File: src/rtl/axi_sync_pkg.sv
`default_nettype none
// ============================================================================
// Module      : axi_sync_pkg
// Description : Shared types and defaults for the lockstep AXI-stream
//               release controller and related sync blocks.
// Revision    : 1.0 - initial release
// ============================================================================
package axi_sync_pkg;

    // Controller state: SYNC releases aligned beats, RESYNC drains to packet ends
    typedef enum logic [0:0] {
        SYNC   = 1'b0,
        RESYNC = 1'b1
    } sync_state_t;

    // Default width of the resync error counter
    localparam int c_err_w_default = 16;

endpackage
`default_nettype wire

File: src/rtl/axi_sync_stall_timer.sv
`default_nettype none
// ============================================================================
// Module      : axi_sync_stall_timer
// Description : Saturating cycle counter that flags a condition held for
//               TIMEOUT consecutive enabled cycles. TIMEOUT = 0 disables it.
// Revision    : 1.0 - initial release
// ============================================================================
module axi_sync_stall_timer #(
    parameter int TIMEOUT = 1024
) (
    input  logic clk,
    input  logic reset,
    input  logic enable,
    input  logic cond,
    output logic stall
);

    // Counter must be able to hold TIMEOUT itself; keep at least one bit
    localparam int c_cnt_w = (TIMEOUT > 0) ? $clog2(TIMEOUT + 1) : 1;
    localparam logic [c_cnt_w-1:0] c_limit = c_cnt_w'(TIMEOUT);

    logic [c_cnt_w-1:0] r_cnt;

    // Count consecutive cycles of the condition, saturating at the limit
    always_ff @(posedge clk) begin
        if (reset || !enable || !cond) begin
            r_cnt <= '0;
        end else if (r_cnt != c_limit) begin
            r_cnt <= r_cnt + c_cnt_w'(1);
        end
    end

    assign stall = (TIMEOUT != 0) && (r_cnt == c_limit);

endmodule
`default_nettype wire

File: src/rtl/axi_sync_ctrl.sv
`default_nettype none
// ============================================================================
// Module      : axi_sync_ctrl
// Description : Releases one beat on every lane in the same cycle, checks
//               that all lanes agree on packet boundaries, drains each lane
//               to its own packet end on disagreement, counts resyncs and
//               flags lanes that stall the group.
// Revision    : 1.0 - initial release
// ============================================================================
module axi_sync_ctrl
    import axi_sync_pkg::*;
#(
    parameter int SIZE    = 2,
    parameter int WIDTH   = 32,
    parameter int TIMEOUT = 1024,
    parameter int ERR_W   = c_err_w_default
) (
    input  logic                  clk,
    input  logic                  reset,
    input  logic                  clear,
    input  logic [SIZE*WIDTH-1:0] i_tdata,
    input  logic [SIZE-1:0]       i_tlast,
    input  logic [SIZE-1:0]       i_tvalid,
    output logic [SIZE-1:0]       i_tready,
    output logic [SIZE*WIDTH-1:0] o_tdata,
    output logic [SIZE-1:0]       o_tlast,
    output logic [SIZE-1:0]       o_tvalid,
    input  logic [SIZE-1:0]       o_tready,
    output logic [ERR_W-1:0]      err_count,
    output logic                  stall,
    output logic                  resyncing
);

    sync_state_t      r_state;
    logic [SIZE-1:0]  r_done;
    logic [ERR_W-1:0] r_err_count;

    logic             w_rst;
    logic             w_all_v;
    logic             w_all_r;
    logic             w_aligned;
    logic             w_sync;
    logic             w_fire;
    logic             w_mismatch;
    logic             w_stall_cond;
    logic [SIZE-1:0]  w_done_next;

    // clear behaves exactly like reset
    assign w_rst        = reset | clear;
    assign w_all_v      = &i_tvalid;
    assign w_all_r      = &o_tready;
    assign w_aligned    = (&i_tlast) | ~(|i_tlast);
    assign w_sync       = (r_state == SYNC);
    assign w_fire       = w_sync & w_all_v & w_all_r & w_aligned;
    assign w_mismatch   = w_all_v & ~w_aligned;
    assign w_stall_cond = (|i_tvalid) & ~w_all_v;

    // A lane finishes its drain when it discards a tlast beat; bits set this
    // cycle count toward the exit decision
    assign w_done_next  = r_done | (i_tvalid & ~r_done & i_tlast);

    // Datapath is a straight pass-through; only the handshakes are controlled
    assign o_tdata   = i_tdata;
    assign o_tlast   = i_tlast;
    assign err_count = r_err_count;
    assign resyncing = (r_state == RESYNC);

    // Handshake generation: lockstep release in SYNC, per-lane drain in RESYNC
    always_comb begin
        o_tvalid = '0;
        i_tready = '0;
        if (!w_rst) begin
            if (w_sync) begin
                o_tvalid = {SIZE{w_all_v & w_aligned}};
                i_tready = {SIZE{w_fire}};
            end else begin
                i_tready = ~r_done;
            end
        end
    end

    // Control FSM: enter RESYNC on boundary disagreement, leave once every lane drained
    always_ff @(posedge clk) begin
        if (w_rst) begin
            r_state     <= SYNC;
            r_done      <= '0;
            r_err_count <= '0;
        end else begin
            case (r_state)
                SYNC: begin
                    if (w_mismatch) begin
                        r_state <= RESYNC;
                        r_done  <= '0;
                    end
                end
                RESYNC: begin
                    if (&w_done_next) begin
                        r_state <= SYNC;
                        r_done  <= '0;
                        if (r_err_count != {ERR_W{1'b1}}) begin
                            r_err_count <= r_err_count + ERR_W'(1);
                        end
                    end else begin
                        r_done <= w_done_next;
                    end
                end
                default: begin
                    r_state <= SYNC;
                    r_done  <= '0;
                end
            endcase
        end
    end

    // Partial-valid watchdog, active only while releasing aligned beats
    axi_sync_stall_timer #(
        .TIMEOUT (TIMEOUT)
    ) u_stall_timer (
        .clk    (clk),
        .reset  (w_rst),
        .enable (w_sync),
        .cond   (w_stall_cond),
        .stall  (stall)
    );

endmodule
`default_nettype wire
File: config.mk
export PLATFORM = sky130hd
export DESIGN_NAME = axi_sync_ctrl
export DESIGN_NICKNAME = d
export VERILOG_FILES = /design/src/rtl/axi_sync_pkg.sv /design/src/rtl/axi_sync_stall_timer.sv /design/src/rtl/axi_sync_ctrl.sv
export SDC_FILE = /design/constraint.sdc
export NUM_CORES = 1
export LEC_CHECK = 0
export BUFFER_PORTS_ARGS = -buffer_cell sky130_fd_sc_hd__clkbuf_2
export CORE_ASPECT_RATIO = 1.5
export CORE_MARGIN = 2
export CORE_UTILIZATION = 36
export CTS_CLUSTER_DIAMETER = 100
export DETAILED_ROUTE_END_ITERATION = 10
export HOLD_SLACK_MARGIN = 0.02
export PLACE_DENSITY = 0.77
export SLEW_MARGIN = 20
export SYNTH_ARGS = -nofsm -noshare
export SYNTH_HDL_FRONTEND = slang
export SYNTH_SLANG_ARGS = --single-unit
export TNS_END_PERCENT = 20
File: constraint.sdc
create_clock -name clk -period 1.9 [get_ports clk]
set_clock_uncertainty 0.05 [all_clocks]
set_input_delay 0.19 -clock clk [delete_from_list [all_inputs] [get_ports clk]]
set_output_delay 0.19 -clock clk [all_outputs]
set_load 0.005 [all_outputs]
==> results.md <==
Cells and area
- fraction of layout instances using a drive strength above 1: 29.84%
- Layout Area Growth over Synthesis: 2.675%
- Final #Nets: 324
- antenna cells: 0
- design area: 2113 sq um

Power and ir drop
- net switching component of the power: 0.2873 mW
- part of the power in registers: 51.0%
- fraction of power spent switching nets: 23.26%
- portion of total power attributed to the clock network: 43.5%
- static leakage power: 0.7784 nW
- Pwr per Cell Area: 584.4 nW/um^2
- maximum resistive drop on vdd: 0.4691 mV
- cell-internal power: 0.9477 mW
- Gate power share: 5.5%

Place
- detailed placement HPWL: 3568 microns
- Port Buffers: 32
- instance area at placement: 1981 sq um
- placer's final routability congestion estimate: 0.7933

Synth
- number of cells produced by synthesis: 256
- number of distinct library cell variants in the gate-level netlist after synthesis: 35
- Post-synth EDFFs: 0
- dominant cell by count in the synthesized netlist: sky130_fd_sc_hd__buf_4
- library cell with the largest summed area after synthesis: sky130_fd_sc_hd__dfxtp_1
- share of async-settable or async-resettable flops after synthesis: 0%
- Net Count, Synth: 333
- combined area of all synthesized cells: 2058 sq um
- mean post-synth cell area: 8.040 sq um
- most instantiated flip-flop cell in the synthesis netlist: sky130_fd_sc_hd__dfxtp_1
- synth cell count leaders: sky130_fd_sc_hd__buf_4, sky130_fd_sc_hd__dfxtp_1, sky130_fd_sc_hd__a21oi_1, sky130_fd_sc_hd__nand3_1, sky130_fd_sc_hd__nor2_1
- synth top area cells: sky130_fd_sc_hd__dfxtp_1, sky130_fd_sc_hd__buf_4, sky130_fd_sc_hd__a21oi_1
- sequential element share of the synthesized area: 29.18%
- flops & latches, synth: 30
- Synth Warn #: 0
- Yosys top cell area share: 29.18%

Timing
- setup TNS: 0 ns
- top achievable clock speed: 0.5367 GHz
- number of endpoints with negative hold slack in the final report: 0
- Min Clock Period, post-route: 1.863 ns
- setup violators final: 0
- max-slew violation count: 0
- slew at the pin with the worst max-slew slack: 0.4128 ns
- RSZ-0062 raised after global routing: false
- final period utilization: 98.07%
- hold slack: 0.1576 ns
- worst slew margin relative to its limit: 72.13%

Clocking
- library cell used as clock root buffer: sky130_fd_sc_hd__clkbuf_8
- CTS Buffer Depth: 2
- clock transition time at the flip-flop clock pins of the worst setup and hold paths: 0.07 ns
- TritonCTS Sinks: 30
- clock latency at the later pin of the worst-skew pair: 0.29 ns
- number of buffers created by CTS: 5
- CTS tree: done
- level count of the clock H-tree: 2
- count of hold buffers inserted by post-cts repair: 0

Routing
- first-pass detailed-route iteration total: 4
- number of violations reported at the end of detailed-routing iteration 0: 80
- number of nets still failing antenna checks after routing: 0
- WL per Instance: 14.34 microns
- mean number of vias per cell: 5.447
- number of vias in the routed layout: 1732
- final wirelength: 4559 microns
- DRC Markers: 0

Floorplanning
- Die Area: 6350 sq um
- FP Rows: 33
- Die H: 96.61 microns
- I/O pins: 161
- DIE WIDTH: 65.74 microns
- starting utilization of the core area: 37.48%
- placeable core region: 5492 sq um

Setup path
- worst setup path category: flop to flop
- crit end category: flop
- crit-path max FO: 8
- Worst Path Arrival: 2.03 ns
- sort of element at the start of the critical path: flop
- data required time of the worst path: 2.07 ns

Global route
- Total Routing Usage GR: 14.86%
- vias in the first global route: 1654
- pin count of the biggest net entering global routing: 18
- remaining global-route overflow: 0
- initial antenna violation count: 0
- first-pass GRT wire length: 7500 microns

Outcome
- result of the run: finished, final reports clean

Run
- max_cap viols: 0

Min path
- class of the tightest hold or removal check: input port to flop

-- critical path, cell delays in order, from the launching register on --
cell and delay, ns:
sky130_fd_sc_hd__dfxtp_4 0.37, sky130_fd_sc_hd__ha_4 0.15, sky130_fd_sc_hd__nand4_4 0.06, sky130_fd_sc_hd__or4_4 0.61, sky130_fd_sc_hd__nor4_4 0.25, sky130_fd_sc_hd__buf_4 0.15
sky130_fd_sc_hd__mux2i_1 0.15
-- layout make-up --
type                    count  area (sq um)
clock inverters             2         11.26
multi-input cells         149         968.4
inverters                   6         22.52
well taps                  70         87.58
repair buffers             55         332.8
clock buffers               6         82.58
fillers                   556          3378
flip-flops and latches     30         608.1
-- layer usage --
| metal | wire (microns) | vias to the layer above | track usage [%] |
|---|---|---|---|
| li1 | - | 835 | - |
| met1 | 1652 | 820 | 14.03 |
| met2 | 2407 | 46 | 27.04 |
| met3 | 320 | 31 | 4.302 |
| met4 | 178 | 0 | 8.814 |
| met5 | 0 | - | 0 |
-- path summary, 6_finish.rpt --
path	from	end	slack, ns	depth (start not counted)
worst min-delay path	reset	err_count[14]$_SDFFE_PN0P_	0.16	3
worst max-delay path	err_count[0]$_SDFFE_PN0P_	err_count[14]$_SDFFE_PN0P_	0.04	6
worst min register to register	u_stall_timer.r_cnt[1]$_SDFFE_PP0N_	u_stall_timer.r_cnt[1]$_SDFFE_PP0N_	0.46	2
worst max register to register	err_count[0]$_SDFFE_PN0P_	err_count[14]$_SDFFE_PN0P_	0.04	6
-- stage by stage --
step	setup WS, ns	instances	power [mW]	utilization [%]
after detailed placement	-0.07233	309	0.7118	36.07
after global placement	-0.02085	309	0.7101	36.07
after global routing	0.005027	318	1.290	38.48
after CTS	0.03030	317	1.261	37.96
after floorplan	-0.02728	256	0.7885	-
final	0.03664	318	1.235	38.48
-- power groups by stage --
stage                     clock network (mW)  registers, mW  logic [mW]
after floorplan                            0          0.644       0.144
after global placement                     0          0.644      0.0662
after detailed placement                   0          0.644      0.0678
after CTS                              0.563          0.630      0.0681
after global routing                   0.585          0.629      0.0757
final                                  0.538          0.630      0.0673
-- cell families (layout without fill, tap and decap cells) --
kind of cell,after synthesis,after routing,share of synthesized area (%)
buf+inv,77,69,26.32
mux,1,1,0.4863
xor+xnor,7,7,2.979
fa+ha+maj,4,4,2.432
simple gates,91,91,25.11
compound gates,46,46,13.50
flops,30,30,29.18
-- repair_timing --
action / 4_1_cts / 5_1_grt
pin swaps: 0 / 9
endpoints found under the setup margin: 4 / 2
gates resized for setup: 2 / 4
gates cloned: 0 / 0
endpoints found under the hold margin: 0 / 0
setup buffers: 0 / 1
-- sequential cells by signal, summed over array words and instances, names as in the netlist --
name	flops
u_stall_timer.r_cnt	11
err_count	16
resyncing	1
r_done	2
-- cells in the final DEF (no fill, tap or decap), types with 5 or more instances in the layout --
master	netlist	routed
sky130_fd_sc_hd__inv_1	5	5
sky130_fd_sc_hd__or3_1	6	6
sky130_fd_sc_hd__nor2_1	13	13
sky130_fd_sc_hd__nand4_1	5	5
sky130_fd_sc_hd__o21ai_0	6	6
sky130_fd_sc_hd__clkbuf_8	0	6
sky130_fd_sc_hd__clkbuf_2	0	32
sky130_fd_sc_hd__dfxtp_1	30	28
sky130_fd_sc_hd__nor3_1	8	8
sky130_fd_sc_hd__buf_4	67	23
sky130_fd_sc_hd__or4_1	10	8
sky130_fd_sc_hd__o31ai_1	10	9
sky130_fd_sc_hd__nand2_1	9	9
sky130_fd_sc_hd__a21oi_1	23	22
sky130_fd_sc_hd__nand3_1	17	17
No activity file was read; power rests on OpenSTA's default activity.
